## config.mk

```make
export PLATFORM = sky130hd
export DESIGN_NAME = store_narrow_rmw
export DESIGN_NICKNAME = d
export VERILOG_FILES = /design/src/rtl/store_narrow_rmw.sv
export SDC_FILE = /design/constraint.sdc
export NUM_CORES = 1
export LEC_CHECK = 0
export CAP_MARGIN = 20
export CORE_UTILIZATION = 46
export CTS_CLUSTER_DIAMETER = 40
export DETAILED_ROUTE_END_ITERATION = 6
export GPL_ROUTABILITY_DRIVEN = 0
export PLACE_DENSITY_LB_ADDON = 0.25
export SETUP_SLACK_MARGIN = 0.02
export SYNTH_ARGS = -nofsm -noshare
export SYNTH_HDL_FRONTEND = slang
export SYNTH_SLANG_ARGS = --single-unit
```

## constraint.sdc

```tcl
create_clock -name clk -period 1.7 [get_ports clk]
set_input_delay 0.17 -clock clk [delete_from_list [all_inputs] [get_ports clk]]
set_output_delay 0.17 -clock clk [all_outputs]
set_load 0.02 [all_outputs]
```

## src/rtl/store_narrow_rmw.sv

```systemverilog
// ---------------------------------------------------------------------------
// store_narrow_rmw
//
// Store-path narrowing unit for the data memory. It takes a 32-bit register
// value and a store size (byte/half/word), truncates the value to that width
// and merges it into the addressed memory word by read-modify-write. The data
// memory has no byte enables, so a sub-word store must read the whole word
// first. This unit is the only writer of data memory.
//
// Parameters
//   ADDR_W     word-address width of data memory
//
// Ports
//   clk        rising-edge clock
//   rst_n      asynchronous active-low reset
//   req_valid  store request
//   req_ready  unit can accept a request (high only while idle)
//   req_addr   byte address, ADDR_W+2 bits
//   req_data   register value; only the low 8/16/32 bits are stored
//   req_size   00 byte, 01 half, 10 word, 11 illegal
//   mem_addr   word address to data memory (0 while idle or in error)
//   mem_rd     read strobe; mem_rdata is valid the following cycle
//   mem_rdata  read data from data memory
//   mem_wr     write strobe
//   mem_wdata  write data (0 when not writing)
//   done       one-cycle pulse when a store commits
//   err        one-cycle pulse on a misaligned or illegal request
//
// Build option
//   STORE_FWD_EN  when defined, a last-write buffer (word address, data,
//                 valid) lets a sub-word store to the most recently written
//                 word skip the memory read and commit one cycle after
//                 acceptance.
// ---------------------------------------------------------------------------
module store_narrow_rmw #(
  parameter int ADDR_W = 10
) (
  input  logic              clk,
  input  logic              rst_n,
  input  logic              req_valid,
  output logic              req_ready,
  input  logic [ADDR_W+1:0] req_addr,
  input  logic [31:0]       req_data,
  input  logic [1:0]        req_size,
  output logic [ADDR_W-1:0] mem_addr,
  output logic              mem_rd,
  input  logic [31:0]       mem_rdata,
  output logic              mem_wr,
  output logic [31:0]       mem_wdata,
  output logic              done,
  output logic              err
);

  localparam logic [1:0] SIZE_BYTE = 2'b00;
  localparam logic [1:0] SIZE_HALF = 2'b01;
  localparam logic [1:0] SIZE_WORD = 2'b10;

  typedef enum logic [2:0] {
    IDLE = 3'd0,
    RD   = 3'd1,
    CAP  = 3'd2,
    WR   = 3'd3,
    ERR  = 3'd4
  } state_t;

  state_t state;
  state_t state_nxt;

  // Request latched at acceptance. Only the low half of the data is kept:
  // word stores go straight into merged_q, so the upper bits are never needed.
  logic [ADDR_W-1:0] lat_waddr;
  logic [1:0]        lat_lane;
  logic [1:0]        lat_size;
  logic [15:0]       lat_data;

  // Word to be written in WR: either the raw word-store data or the result of
  // merging the narrowed data into the read (or forwarded) word.
  logic [31:0]       merged_q;

  logic              accept;
  logic              req_bad;
  logic              req_word;
  logic              fwd_hit;

`ifdef STORE_FWD_EN
  logic              buf_valid;
  logic [ADDR_W-1:0] buf_addr;
  logic [31:0]       buf_data;
`endif

  // Replace the addressed byte or halfword lane of base with the narrowed
  // store data (little-endian lanes); every other bit comes from base.
  function automatic logic [31:0] merge_lane(
    input logic [31:0] base,
    input logic [15:0] data,
    input logic [1:0]  size,
    input logic [1:0]  lane
  );
    logic [31:0] r;
    r = base;
    if (size == SIZE_BYTE) begin
      case (lane)
        2'd0:    r[7:0]   = data[7:0];
        2'd1:    r[15:8]  = data[7:0];
        2'd2:    r[23:16] = data[7:0];
        default: r[31:24] = data[7:0];
      endcase
    end else if (size == SIZE_HALF) begin
      if (lane[1]) begin
        r[31:16] = data;
      end else begin
        r[15:0] = data;
      end
    end
    return r;
  endfunction

  // Request classification, only meaningful while idle.
  always_comb begin
    accept   = (state == IDLE) && req_valid;
    req_bad  = (req_size == 2'b11) ||
               ((req_size == SIZE_HALF) && req_addr[0]) ||
               ((req_size == SIZE_WORD) && (req_addr[1:0] != 2'b00));
    req_word = (req_size == SIZE_WORD);
`ifdef STORE_FWD_EN
    fwd_hit  = buf_valid && !req_bad && !req_word &&
               (buf_addr == req_addr[ADDR_W+1:2]);
`else
    fwd_hit  = 1'b0;
`endif
  end

  // State register.
  always_ff @(posedge clk or negedge rst_n) begin
    if (!rst_n) begin
      state <= IDLE;
    end else begin
      state <= state_nxt;
    end
  end

  // Next-state logic. Errors take priority over every other decode so that a
  // misaligned request can never reach memory.
  always_comb begin
    state_nxt = state;
    unique case (state)
      IDLE: begin
        if (req_valid) begin
          if (req_bad) begin
            state_nxt = ERR;
          end else if (req_word || fwd_hit) begin
            state_nxt = WR;
          end else begin
            state_nxt = RD;
          end
        end
      end
      RD:      state_nxt = CAP;
      CAP:     state_nxt = WR;
      WR:      state_nxt = IDLE;
      ERR:     state_nxt = IDLE;
      default: state_nxt = IDLE;
    endcase
  end

  // Outputs are decoded from state and registered datapath values only, so
  // there is no combinational path from req_* to mem_*.
  always_comb begin
    req_ready = (state == IDLE);
    mem_rd    = (state == RD);
    mem_wr    = (state == WR);
    done      = (state == WR);
    err       = (state == ERR);
    mem_addr  = '0;
    mem_wdata = '0;
    if ((state == RD) || (state == CAP) || (state == WR)) begin
      mem_addr = lat_waddr;
    end
    if (state == WR) begin
      mem_wdata = merged_q;
    end
  end

  // Datapath: latch the request on acceptance, build the merged word either
  // immediately (word store or forward hit) or when the read data arrives in
  // CAP. mem_rdata is sampled only in CAP, one cycle after the RD strobe.
  always_ff @(posedge clk or negedge rst_n) begin
    if (!rst_n) begin
      lat_waddr <= '0;
      lat_lane  <= '0;
      lat_size  <= '0;
      lat_data  <= '0;
      merged_q  <= '0;
    end else begin
      if (accept) begin
        lat_waddr <= req_addr[ADDR_W+1:2];
        lat_lane  <= req_addr[1:0];
        lat_size  <= req_size;
        lat_data  <= req_data[15:0];
        if (req_word) begin
          merged_q <= req_data;
        end
`ifdef STORE_FWD_EN
        else if (fwd_hit) begin
          merged_q <= merge_lane(buf_data, req_data[15:0], req_size,
                                 req_addr[1:0]);
        end
`endif
      end else if (state == CAP) begin
        merged_q <= merge_lane(mem_rdata, lat_data, lat_size, lat_lane);
      end
    end
  end

`ifdef STORE_FWD_EN
  // Last-write buffer: mirrors every word committed to memory, so it always
  // matches the memory contents at buf_addr while valid.
  always_ff @(posedge clk or negedge rst_n) begin
    if (!rst_n) begin
      buf_valid <= 1'b0;
      buf_addr  <= '0;
      buf_data  <= '0;
    end else if (state == WR) begin
      buf_valid <= 1'b1;
      buf_addr  <= lat_waddr;
      buf_data  <= merged_q;
    end
  end
`endif

endmodule

```

# Yosys cells after proc, flatten, opt, wreduce, memory -nomap -nowiden
# Cells that the tools add are included.
[totals] latch_bits=0 ramBits=0 mem_count=0 romBits=0 regBits=65 elab_cells=49 out_inout_bits=47
[classes] n_mul=0 reduce_logical=14 n_shift=0 magnitude_cmp=0 div=0 mux=17 n_eq_ne=12 bitwise_logic=0 addsub=0
[op_table] cell="32-bit two-way mux" n=6
[op_table] cell="16-bit two-way mux" n=2
[op_table] cell="8-bit two-way mux" n=4
[op_table] cell="10-bit two-way mux" n=1
[op_table] cell="3-bit one-hot mux with 3 select lines" n=1
[op_table] cell="2-bit by 1-bit == test with 1-bit output (second input constant)" n=3
[op_table] cell="2-bit == test (second input constant)" n=3
[op_table] cell="3-bit by 2-bit == test with 1-bit output (second input constant)" n=2
[op_table] cell="3-bit two-way mux" n=2
[op_table] cell="2-bit logical NOT" n=2
[op_table] cell="1-bit logical OR" n=4
[op_table] cell="2-bit nonzero test" n=2
[op_table] cell="3-bit by 1-bit == test with 1-bit output (second input constant)" n=1
[op_table] cell="3-bit == test (second input constant)" n=1
[op_table] cell="1-bit logical AND" n=3
[op_table] cell="3-bit logical NOT" n=1
[op_table] cell="3-bit OR reduction" n=1
[op_table] cell="2-bit two-way mux" n=1
[op_table] cell="2-bit by 1-bit inequality test with 1-bit output (second input constant)" n=1
[op_table] cell="2-bit inequality test (second input constant)" n=1
[op_table] cell="2-bit AND reduction" n=1

# Logic depth before layout (Yosys ltp)
# Gate-level depths: netlist of run 1.
[logic_depth] word_depth=7 depth_mapped=6 depth_no_buf=4

# Least setup slack after synthesis of run 1
# Ideal clock, no wire load.
[synth_timing] kind="reg-to-reg" startpoint="register state[1]" endpoint="register merged_q[0]" arrival_ps=1739 stages_incl_launch_ff=7 slack_ps=-169 synth_period_minus_slack_ps=1869 required_ps=1570 cell_sequence="dfrtp_1 > buf_4 > nor3_1 > nand2_1 > clkbuf_1 > o21ai_0 > o21ai_0"
[synth_between] elab_chain_len=4
[synth_lines] element="start: declaration" line="66" text="state_t state;"
[synth_lines] element="start signal: assignment" line="138" text="state <= state_nxt;"
[synth_lines] element="3-bit logical NOT *"
[synth_lines] element="net req_ready" line="41" text="output logic req_ready,"
[synth_lines] element="1-bit logical AND *" line="120" text="accept = (state == IDLE) && req_valid;"
[synth_lines] element="2-bit by 1-bit inequality test with 1-bit output (no line) or 2-bit nonzero test (tied branches)"
[synth_lines] element="2-bit AND reduction (no line)"
[synth_lines] element="end signal: assignment" line="201" text="merged_q <= req_data;"
[synth_lines] element="end signal: assignment" line="210" text="merged_q <= merge_lane(mem_rdata, lat_data, lat_size, lat_lane);"
[synth_lines] element="end: declaration" line="78" text="logic [31:0] merged_q;"
# The timed path passes the listed nets; every way through them passes the cells marked *.
# A chain may end at the register's enable or synchronous reset.

# Worst setup path after layout of run 1
[layout_timing] startpoint="register state[2]" endpoint="output port mem_wdata[15]"
[layout_between] elab_chain_len=2
[layout_lines] element="3-bit by 2-bit == test with 1-bit output" line="179" text="if (state == WR) begin"
[layout_lines] element="32-bit two-way mux" line="179"
[layout_lines] element="end: declaration" line="49" text="output logic [31:0] mem_wdata,"
# No other way between the ends.

==> results of run 1 <==
## kinds of logic after synthesis
group           count (synthesis)  synth area share
mux                            16           0.04215
compound gates                128            0.2213
simple gates                  210            0.2605
flops                          65            0.4281
buf+inv                        36           0.04807
## flip-flops by register name, summed over array words and instances (netlist names)
signal and count:
lat_size 2, lat_lane 2, lat_data 16, state 3, merged_q 32, lat_waddr 10
## layer usage
layer	GRT usage	wire, um
met3	0.05747	852
met2	0.4185	5261
met4	0.1064	255
met5	0	0
met1	0.3684	5027
## worst paths after layout
path                              start             to  cells past startpoint
max in group asynchronous         rst_n   merged_q[15]                      3
min                        req_addr[11]   lat_waddr[9]                      3
min reg2reg                lat_waddr[6]   lat_waddr[6]                      2
min in group asynchronous         rst_n   lat_waddr[3]                      3
max reg2reg                    state[0]   merged_q[31]                      7
max                            state[2]  mem_wdata[15]                      4
## cell usage in the layout (no fill, tap or decap), types with 19 or more instances in the layout
cell type | netlist | routed
sky130_fd_sc_hd__nor2_1 | 22 | 19
sky130_fd_sc_hd__o21ai_1 | 3 | 21
sky130_fd_sc_hd__dfrtp_1 | 65 | 65
sky130_fd_sc_hd__a21oi_1 | 24 | 24
sky130_fd_sc_hd__and2_1 | 44 | 34
sky130_fd_sc_hd__buf_4 | 6 | 28
sky130_fd_sc_hd__buf_6 | 2 | 28
sky130_fd_sc_hd__clkdlybuf4s50_1 | 0 | 79
sky130_fd_sc_hd__o21ai_0 | 48 | 29
sky130_fd_sc_hd__nand2_1 | 116 | 115
## tightest hold or removal path, cell delays in order
cell,delay (ns)
sky130_fd_sc_hd__clkdlybuf4s50_1,0.39
sky130_fd_sc_hd__nand2_1,0.05
sky130_fd_sc_hd__nand2_1,0.04
## repair_timing
item / 4_1_cts / 5_1_grt
endpoints found under the hold margin: 65 / 0
resized for setup: 155 / 117
gates cloned: 0 / 1
pin swaps: 0 / 3
hold buffers: 1 / 0
endpoints found under the setup margin: 47 / 66
setup buffers: 0 / 4
## where the power goes
group          internal [W]  switching, W  leakage (nW)
registers           0.00230      0.000649         0.796
clock network      0.000505      0.000592        0.0778
logic               0.00265       0.00311          1.77
total               0.00546       0.00435          2.65
## through the flow
step	setup slack (ns)	instances	util	cell area [sq um]	TNS, ns
after floorplan	0.07911	455	-	3805	0
after global placement	-0.04516	677	0.6797	5334	-0.5478
after detailed placement	-0.1251	677	0.6797	5334	-1.630
after CTS	0.01294	692	0.6805	5340	0
after global routing	-0.05725	697	0.7108	5578	-0.8564
final	0.01417	697	0.7108	5578	0
## cell type report
| class | instances | area [sq um] | area share |
|---|---|---|---|
| Sequential cell | 65 | 1627 | 0.2916 |
| Clock buffer | 10 | 127.6 | 0.02288 |
| Inverter | 1 | 7.507 | 0.001346 |
| Multi-Input combinational cell | 354 | 2059 | 0.3692 |
| Timing Repair Buffer | 161 | 1607 | 0.2880 |
| Tap cell | 102 | 127.6 | 0.02288 |
| Clock inverter | 4 | 22.52 | 0.004038 |
==> implementation parameters, run 1 <==
Parameter                              Value

Timing
  Worst-margin pin slew    0.4613 ns
  Final critical delay including setup and external delays    roughly 1.7 ns
  RSZ-0062 raised after global routing    true
  Final setup viols    0
  Maximum clock frequency    593.2 MHz
  Smallest hold slack    0.3499 ns
  Headroom to the max-slew limit    0.6898
  Number of hold violations in the final report    0
  Max-slew violations    0
  Clock tree skew after final layout    slightly below 0.009 ns
  Final worst-path cycle share    0.9917

Routing
  Count of vias placed by the detailed router    3873
  Number of detailed-route iterations in the first pass    5
  Vias per cell    5.557
  Number of DRC violations after detailed-routing iteration 0    329
  ANT nets after route    0
  DRT Wirelength    11.40 mm
  Final routed DRC violation total    0
  WL per Instance    roughly 16 um

Global route
  Maximum number of pins on one net before global-route repair    66
  Global-route wire length before repair    18.04 mm
  Overflow left after global routing    0
  Antenna violations before repair    0
  Total global-route track usage    0.2700
  Via count of the first global-routing pass    between 3000 and 4000

Pwr
  PnR Total Power    0.009813 W
  Power density of the placed cells    1759 mW/mm^2
  Peak supply drop    949.8 uV
  Reported leakage power    2.647 nW

Clock tree
  Sink Count    65
  TritonCTS Buffers    9
  CTS Buffer Depth    2
  Clock-pin slew on the worst setup and hold paths    ~0.070 ns
  Deepest level of the CTS H-tree    3
  Insertion delay to the later sink of the worst-skew pair    0.35 ns
  Clock root buffer master    sky130_fd_sc_hd__clkbuf_8
  CTS tree    yes

Critical path
  Slowest cell on crit path    sky130_fd_sc_hd__dfrtp_1
  Worst Path Arrival    roughly 1.5 ns
  Critical path fanouts, max    24
  Kind of capture point of the worst setup path    primary output
  Critical path start-end classification    reg2out
  Cell family with the largest share of critical-path delay    simple AND/OR/NAND/NOR gates
  Cell-by-cell listing of the critical path    and3b_2 > buf_12 > and2_1 > buf_4
  Type of element launching the critical path    flip-flop
  Buffers & Inverters on Critical Path    2
  CP required    around 1.5 ns
  Max incr delay on CP    around 0.42 ns
  R2R setup slack    approximately 0.02 ns

Layout
  Count of filler cells inserted in the layout    642
  Number of diodes    0
  Post-synthesis to final-layout area growth    46.79%
  Share of layout cells above drive strength 1    0.1916
  Total number of nets in the final design    673

Synth
  Largest cells by area after synthesis    sky130_fd_sc_hd__dfrtp_1 43%, sky130_fd_sc_hd__nand2_1 11%, sky130_fd_sc_hd__and2_1 7.2%
  Post-Syn Instances    455
  Number of flops mapped to enable cells by yosys    0
  Largest area contributor in the synthesized netlist    sky130_fd_sc_hd__dfrtp_1
  Most frequent cells after synthesis    116 x sky130_fd_sc_hd__nand2_1, 65 x sky130_fd_sc_hd__dfrtp_1, 48 x sky130_fd_sc_hd__o21ai_0, 44 x sky130_fd_sc_hd__and2_1, 24 x sky130_fd_sc_hd__a21oi_1
  Sequential share of the synthesized area    0.4281
  Fraction of synthesized cell area taken by the top area cell type    0.4281
  Post-synth top flop    sky130_fd_sc_hd__dfrtp_1
  FF+latch count, synth    65
  Cell area after synthesis    between 0.003 and 0.004 sq mm
  Number of distinct library cells after synthesis    33
  Share of async-settable or async-resettable flops after synthesis    1.000
  Synthesized area per cell    8.351 sq um
  Syn nets    536
  Top-count cell post-synth    sky130_fd_sc_hd__nand2_1
  Yosys warning count    0

Run status
  Outcome    finished, final reports clean

Floorplan
  Full die area    ~0.0086 sq mm
  Number of placement rows    32
  Boundary Pins    128
  Chip width    92.89 um
  Initial Util    0.4842
  Die Y    92.89 um
  Core region area    0.007848 sq mm

Worst hold path
  Hold WC Path Type    in2reg

Placement
  Number of port buffers    approximately 130
  Half-perimeter wire length after detailed placement    8.072 mm

Run
  Max Cap Viol    0
Power figures use the tool's default switching activity.
==> run 2: changes to the inputs <==
- MAX_ROUTING_LAYER: not set -> met4
==> run 2 against run 1 <==
Count of clock-buffer cells in the layout stayed put. Cell area stayed put. Wire length about the same. Combinational power about the same. Power fell by 0.16%. Critical endpoint unchanged. Register-to-register slack about the same.
==> implementation parameters, run 2 (synthesis results as in run 1) <==
Parameter                              Value

Routing
  Wire length on met2    5.213 mm (was 5.261 mm)
  Routed met3 length    800 um (was 852 um)
  WL per Instance    16.34 um (was 16.35 um)
  Final routed DRC violation total    0 (unchanged)
  Met1 Wirelength    5.102 mm (was 5.027 mm)
  Number of DRC violations after detailed-routing iteration 0    318 (was 329)
  Count of vias placed by the detailed router    3867 (was 3873)
  Vias per cell    5.548 (was 5.557)
  ANT nets after route    0 (unchanged)
  DRT Wirelength    11.39 mm (was 11.40 mm)
  Number of detailed-route iterations in the first pass    5 (unchanged)
  Top layer in use    met4 (unchanged)

Placement
  Number of port buffers    127 (unchanged)
  Half-perimeter wire length after detailed placement    8.072 mm (unchanged)
  Number of placed instances with taps included    677 (unchanged)
  Placed cell area    0.005334 sq mm (unchanged)

Timing
  Final setup viols    0 (unchanged)
  Max-slew violations    0 (unchanged)
  Headroom to the max-slew limit    0.6901 (was 0.6898)
  Worst-margin pin slew    0.4609 ns (was 0.4613 ns)
  Final worst-path cycle share    0.9906 (was 0.9917)
  Clock tree skew after final layout    0.009122 ns (was 0.008869 ns)
  Maximum clock frequency    593.8 MHz (was 593.2 MHz)
  Number of hold violations in the final report    0 (unchanged)
  Final critical delay including setup and external delays    1.684 ns (was 1.686 ns)
  RSZ-0062 raised after global routing    true (unchanged)

Clock tree
  Clock root buffer master    sky130_fd_sc_hd__clkbuf_8 (unchanged)
  CTS tree    yes (unchanged)
  Insertion delay to the later sink of the worst-skew pair    0.35 ns (about the same)
  CTS Buffer Depth    2 (unchanged)
  Sink Count    65 (unchanged)
  TritonCTS Buffers    9 (unchanged)
  Deepest level of the CTS H-tree    3 (unchanged)
  Clock-pin slew on the worst setup and hold paths    0.06 ns (was 0.07 ns)

Critical path
  Type of element launching the critical path    flip-flop (unchanged)
  CP required    1.53 ns (about the same)
  Worst Path Arrival    1.51 ns (was 1.52 ns)
  Kind of capture point of the worst setup path    primary output (unchanged)
  Critical path start-end classification    reg2out (unchanged)
  Critical path fanouts, max    24 (unchanged)

Global route
  Antenna violations before repair    0 (unchanged)
  Via count of the first global-routing pass    3624 (was 3623)
  Total global-route track usage    0.2778 (was 0.2700)
  Maximum number of pins on one net before global-route repair    66 (unchanged)
  Global-route wire length before repair    18.02 mm (was 18.04 mm)
  Overflow left after global routing    0 (unchanged)

Floorplan
  Initial Util    0.4842 (unchanged)
  Core region area    0.007848 sq mm (unchanged)
  Number of placement rows    32 (unchanged)
  Full die area    0.008629 sq mm (unchanged)
  Die Y    92.89 um (unchanged)
  Chip width    92.89 um (unchanged)
  Boundary Pins    128 (unchanged)

Layout
  Final non-filler cell total    697 (unchanged)
  Share of layout cells above drive strength 1    0.1916 (unchanged)
  Number of flip-flops in the largest register    32 (unchanged)
  Non-Filler Cell Area, Final    0.005578 sq mm (unchanged)
  Commonest cells after routing, fill and taps aside    115 x sky130_fd_sc_hd__nand2_1, 79 x sky130_fd_sc_hd__clkdlybuf4s50_1, 65 x sky130_fd_sc_hd__dfrtp_1 (unchanged)
  Post-synthesis to final-layout area growth    46.79% (unchanged)
  Most common cell after layout, fill and taps aside    sky130_fd_sc_hd__nand2_1 (unchanged)
  Biggest regs    merged_q (32), lat_data (16), lat_waddr (10) (unchanged)
  Register containing the most flip-flops in the final layout    merged_q (unchanged)
  Count of filler cells inserted in the layout    642 (unchanged)
  Total number of nets in the final design    673 (unchanged)
  Sequential standard cell area    0.001627 sq mm (unchanged)
  Number of diodes    0 (unchanged)
  Area of the multi-input gates    0.002059 sq mm (unchanged)

Pwr
  Peak supply drop    947.6 uV (was 949.8 uV)
  Reported leakage power    2.647 nW (about the same)
  Power density of the placed cells    1756 mW/mm^2 (was 1759 mW/mm^2)

Run status
  Outcome    finished, final reports clean (unchanged)

Run
  Max Cap Viol    0 (unchanged)

Worst hold path
  Hold WC Path Type    in2reg (unchanged)
[run 2: cell counts in the layout (fill, tap and decap cells not counted)]
No cell type changed its count.
[run 2: power by group]
group          switching, W  leakage (nW)  internal (W)
Sequential         0.000647         0.796       0.00230
Combinational       0.00310          1.77       0.00265
Clock              0.000591        0.0778      0.000505
[run 2: what timing repair did]
action                                  4_1_cts  5_1_grt
endpoints found under the setup margin       47       67
hold buffers                                  1        0
setup buffers                                 0        4
cloned                                        0        1
gates resized for setup                     155      116
hold endpoints to repair                     65        0
pin swaps                                     0        3
[run 2: per-layer routing]
layer	vias to the layer above	GRT usage
met3	26	0.05172
met2	188	0.4185
met5	-	-
met4	0	0.1064
met1	1783	0.3726
li1	1870	-
[run 2: path summary, 6_finish.rpt]
| path | start | endpoint | slack [ns] | cells after the start |
|---|---|---|---|---|
| worst max-delay path | state[2] | mem_wdata[15] | 0.02 | 4 |
| worst min-delay path | req_addr[11] | lat_waddr[9] | 0.35 | 3 |
| worst max register to register | state[0] | merged_q[25] | 0.03 | 7 |
| worst min register to register | lat_waddr[6] | lat_waddr[6] | 0.48 | 2 |
| max in group asynchronous | rst_n | merged_q[15] | 1.04 | 3 |
| min in group asynchronous | rst_n | lat_waddr[3] | 0.38 | 3 |
[run 2: worst max-delay path, stage by stage (launching register included)]
cell and delay [ns]:
sky130_fd_sc_hd__dfrtp_1 0.42, sky130_fd_sc_hd__and3b_2 0.30, sky130_fd_sc_hd__buf_12 0.16, sky130_fd_sc_hd__and2_1 0.15, sky130_fd_sc_hd__buf_4 0.14
[run 2: area by class of cell]
class	instances	area share
Tap cell	102	0.02288
Sequential cell	65	0.2916
Inverter	1	0.001346
Clock buffer	10	0.02288
Clock inverter	4	0.004038
Multi-Input combinational cell	354	0.3692
Timing Repair Buffer	161	0.2880
[run 2: stage by stage]
step / setup TNS [ns] / setup WS [ns] / util / hold WS, ns / power (W)
2_1_floorplan: 0 / 0.07911 / - / -0.1256 / 0.006170
3_3_place_gp: -0.5478 / -0.04516 / 0.6797 / 0.2049 / 0.008242
3_5_place_dp: -1.630 / -0.1251 / 0.6797 / 0.2102 / 0.008423
4_1_cts: 0 / 0.01294 / 0.6805 / 0.3418 / 0.009259
5_1_grt: -0.8917 / -0.05725 / 0.7108 / 0.3575 / 0.01049
6_report: 0 / 0.01605 / 0.7108 / 0.3516 / 0.009797
==> run 3: changes to the inputs <==
- ABC_AREA: not set -> 1
- CTS_CLUSTER_DIAMETER: 40 -> 150
==> run 3 against run 2 <==
Wire length increased by 15%. Non-clock buffer count down 11. Power grew 3.9%. Register-to-register slack improved by 0.05 ns. Cell area is 11% higher. Clock power up 54%. Global-route usage rose by 0.25 points. Area after synthesis rose by 18%. Critical path type unchanged. Largest power group unchanged.
==> implementation parameters, run 3 <==
Parameter                              Value

Layout
  Share of layout cells above drive strength 1    0.1396 (was 0.1916)
  Total number of nets in the final design    914 (was 673)
  Register containing the most flip-flops in the final layout    merged_q (unchanged)
  Biggest regs    merged_q (32), lat_data (16), lat_waddr (10) (unchanged)
  Commonest cells after routing, fill and taps aside    186 x sky130_fd_sc_hd__nand2_1, 112 x sky130_fd_sc_hd__inv_1, 102 x sky130_fd_sc_hd__nor2_1 (was 115 x sky130_fd_sc_hd__nand2_1, 79 x sky130_fd_sc_hd__clkdlybuf4s50_1, 65 x sky130_fd_sc_hd__dfrtp_1)
  Post-synthesis to final-layout area growth    38.06% (was 46.79%)
  Utilization after layout    0.6613 (was 0.7108)
  Number of diodes    0 (unchanged)
  Number of flip-flops in the largest register    32 (unchanged)
  Most common cell after layout, fill and taps aside    sky130_fd_sc_hd__nand2_1 (unchanged)

Critical path
  Worst Path Arrival    1.50 ns (was 1.51 ns)
  Worst reg2reg endpoint    merged_q[6] (was merged_q[25])
  Critical path fanouts, max    20 (was 24)
  Startpoint of the worst-slack reg-to-reg timing path    state[0] (unchanged)
  Type of element launching the critical path    flip-flop (unchanged)
  Critical path start-end classification    reg2out (unchanged)
  R2R setup slack    0.08 ns (was 0.03 ns)
  Kind of capture point of the worst setup path    primary output (unchanged)
  Reg2reg path depth    8 (was 7)
  Crit path launch    state[2] (unchanged)
  CP required    1.53 ns (about the same)

Synth
  Top-count cell post-synth    sky130_fd_sc_hd__nand2_1 (unchanged)
  Largest cells by area after synthesis    sky130_fd_sc_hd__dfrtp_1 36%, sky130_fd_sc_hd__nand2_1 16%, sky130_fd_sc_hd__nor2_1 9.6% (was sky130_fd_sc_hd__dfrtp_1 43%, sky130_fd_sc_hd__nand2_1 11%, sky130_fd_sc_hd__and2_1 7.2%)
  Share of the synthesized netlist area taken by xor and xnor gates    0 (unchanged)
  FF+latch count, synth    65 (unchanged)
  Post-synth top flop    sky130_fd_sc_hd__dfrtp_1 (unchanged)
  Yosys warning count    0 (unchanged)
  Fraction of synthesized cell area taken by the top area cell type    0.3640 (was 0.4281)
  Number of flops mapped to enable cells by yosys    0 (unchanged)
  Simple-gate area share of the yosys netlist    0.3761 (was 0.2605)
  Share of async-settable or async-resettable flops after synthesis    1.000 (unchanged)
  Synthesized area per cell    6.320 sq um (was 8.351 sq um)
  Cell area after synthesis    0.004468 sq mm (was 0.003800 sq mm)
  Largest area contributor in the synthesized netlist    sky130_fd_sc_hd__dfrtp_1 (unchanged)
  Post-Syn Instances    707 (was 455)
  Complex-gate fraction of the synthesized area    0.1168 (was 0.2213)
  Number of distinct library cells after synthesis    26 (was 33)
  Sequential share of the synthesized area    0.3640 (was 0.4281)
  Arithmetic-cell share of the synthesized area counting full adders, half adders and majority gates    0 (unchanged)
  Most frequent cells after synthesis    188 x sky130_fd_sc_hd__nand2_1, 114 x sky130_fd_sc_hd__nor2_1, 113 x sky130_fd_sc_hd__inv_1, 81 x sky130_fd_sc_hd__nand3_1, 65 x sky130_fd_sc_hd__dfrtp_1 (was 116 x sky130_fd_sc_hd__nand2_1, 65 x sky130_fd_sc_hd__dfrtp_1, 48 x sky130_fd_sc_hd__o21ai_0, 44 x sky130_fd_sc_hd__and2_1, 24 x sky130_fd_sc_hd__a21oi_1)
  Post-synthesis mux area share    0 (was 0.04215)
  Syn nets    788 (was 536)
  Combinational family with the most area after synthesis    simple AND/OR/NAND/NOR gates (unchanged)

Clock tree
  CTS Buffer Depth    2 (unchanged)
  CTS tree    yes (unchanged)
  Insertion delay to the later sink of the worst-skew pair    0.36 ns (was 0.35 ns)
  Clock root buffer master    sky130_fd_sc_hd__clkbuf_8 (unchanged)
  Sink Count    65 (unchanged)
  Post-CTS setup-driven buffer insertion count    0 (unchanged)
  Clock-pin slew on the worst setup and hold paths    0.08 ns (was 0.06 ns)
  TritonCTS Buffers    9 (unchanged)
  Deepest level of the CTS H-tree    3 (unchanged)

Floorplan
  Boundary Pins    128 (unchanged)
  Die Y    100.6 um (was 92.89 um)
  Chip width    100.6 um (was 92.89 um)
  Number of placement rows    35 (was 32)
  Full die area    0.01011 sq mm (was 0.008629 sq mm)
  Core region area    0.009328 sq mm (was 0.007848 sq mm)
  Initial Util    0.4790 (was 0.4842)

Routing
  ANT nets after route    0 (unchanged)
  Number of DRC violations after detailed-routing iteration 0    278 (was 318)
  Vias per cell    5.058 (was 5.548)
  Number of detailed-route iterations in the first pass    5 (unchanged)
  Count of vias placed by the detailed router    4891 (was 3867)
  DRT Wirelength    13.05 mm (was 11.39 mm)
  WL per Instance    13.50 um (was 16.34 um)
  Final routed DRC violation total    0 (unchanged)

Global route
  Overflow left after global routing    0 (unchanged)
  Total global-route track usage    0.2803 (was 0.2778)
  Antenna violations before repair    0 (unchanged)
  Via count of the first global-routing pass    4659 (was 3624)
  Maximum number of pins on one net before global-route repair    66 (unchanged)
  Global-route wire length before repair    21.47 mm (was 18.02 mm)

Pwr
  Logic pwr share    0.565 (was 0.587)
  Clk pwr share    0.166 (was 0.112)
  Share of power burned in registers    0.269 (was 0.301)
  Net switching power    0.004806 W (was 0.004341 W)
  Switching share of power    0.4721 (was 0.4431)
  Peak supply drop    678.0 uV (was 947.6 uV)
  Power density of the placed cells    1650 mW/mm^2 (was 1756 mW/mm^2)
  Internal cell power    0.005375 W (was 0.005456 W)
  Reported leakage power    3.314 nW (was 2.647 nW)

Timing
  Smallest hold slack    0.3449 ns (was 0.3516 ns)
  Final setup viols    0 (unchanged)
  Worst-margin pin slew    0.5093 ns (was 0.4609 ns)
  RSZ-0062 raised after global routing    true (unchanged)
  Max-slew violations    0 (unchanged)
  Headroom to the max-slew limit    0.6597 (was 0.6901)
  Number of hold violations in the final report    0 (unchanged)
  Final worst-path cycle share    0.9833 (was 0.9906)
  Final critical delay including setup and external delays    1.672 ns (was 1.684 ns)
  Maximum clock frequency    598.2 MHz (was 593.8 MHz)
  Clock tree skew after final layout    0.01050 ns (was 0.009122 ns)

Run
  Max Cap Viol    0 (unchanged)

Placement
  Number of port buffers    127 (unchanged)
  Half-perimeter wire length after detailed placement    9.502 mm (was 8.072 mm)

Worst hold path
  Hold WC Path Type    in2async (was in2reg)

Run status
  Outcome    finished, final reports clean (unchanged)
-- run 3: cell types whose count changed after synthesis, sizes merged, moves of 17 or more --
cell / before / now
and2: 44 / 0
nand3: 0 / 84
o21ai: 51 / 24
nor2: 22 / 119
inv: 1 / 120
nand2: 117 / 192
a211oi: 17 / 0
a21oi: 24 / 41
-- run 3: worst max-delay path: stages, from the launching register on --
cell and delay (ns):
sky130_fd_sc_hd__dfrtp_1 0.40, sky130_fd_sc_hd__inv_2 0.09, sky130_fd_sc_hd__nand2_4 0.07, sky130_fd_sc_hd__nor2_4 0.11, sky130_fd_sc_hd__inv_2 0.06, sky130_fd_sc_hd__buf_12 0.15
sky130_fd_sc_hd__nor2_1 0.10, sky130_fd_sc_hd__buf_4 0.15
-- run 3: power by group through the flow --
| stage | registers (W) | logic, W | clock network (W) |
|---|---|---|---|
| 3_3_place_gp | 0.00273 | 0.00554 | 0 |
| 4_1_cts | 0.00273 | 0.00565 | 0.00169 |
| 3_5_place_dp | 0.00276 | 0.00569 | 0 |
| 5_1_grt | 0.00283 | 0.00641 | 0.00177 |
| 6_report | 0.00274 | 0.00576 | 0.00169 |
| 2_1_floorplan | 0.00265 | 0.00401 | 0 |
-- run 3: metal layers --
layer  wire length [um]  track usage  up-vias
li1                   -            -     2423
met1               5511       0.3428     2212
met2               6322       0.4668      223
met3                919      0.03814       33
met4                299       0.1182        0
met5                  0            -        -
-- run 3: layout make-up --
cell class	count	area, sq um
fill	866	3159
multi-input combinational	487	2252
timing repair buffer	150	1426
clock buffer	9	123.9
clock inverter	7	125.1
inverter	120	452.9
tap	129	161.4
sequential	65	1627
-- run 3: how the worst max path moves through the flow --
stage	endpoint	cells past startpoint	slack, ns
2_1_floorplan	mem_wdata[10]	6	0.05
3_5_place_dp	mem_wdata[11]	7	-0.12
3_3_place_gp	mem_wdata[11]	7	-0.05
5_1_grt	mem_wdata[21]	7	-0.02
6_report	mem_wdata[21]	7	0.03
4_1_cts	mem_wdata[21]	7	0.02
-- run 3: cell families after synthesis --
kind of cell    after synthesis
buf+inv                     155
compound gates               91
flops                        65
simple gates                396
-- run 3: metrics by stage --
step                power [W]  worst slack, ns  std cells  instance area (sq um)  TNS, ns
floorplan            0.006659          0.04798        707                   4471        0
global placement     0.008273         -0.04633        950                   5924  -0.4337
detailed placement   0.008454          -0.1247        950                   5924   -2.659
CTS                   0.01008          0.02122        967                   6052        0
global route          0.01101         -0.01501        967                   6168  -0.1035
finish                0.01018          0.02832        967                   6168        0
-- run 3: timing repair --
item                                    in CTS  in global routing
hold buffers                                 1                  0
pin swaps                                    1                  1
hold endpoints to repair                    65                  0
cloned                                       0                  0
endpoints found under the setup margin      47                 54
gates resized for setup                    177                 54
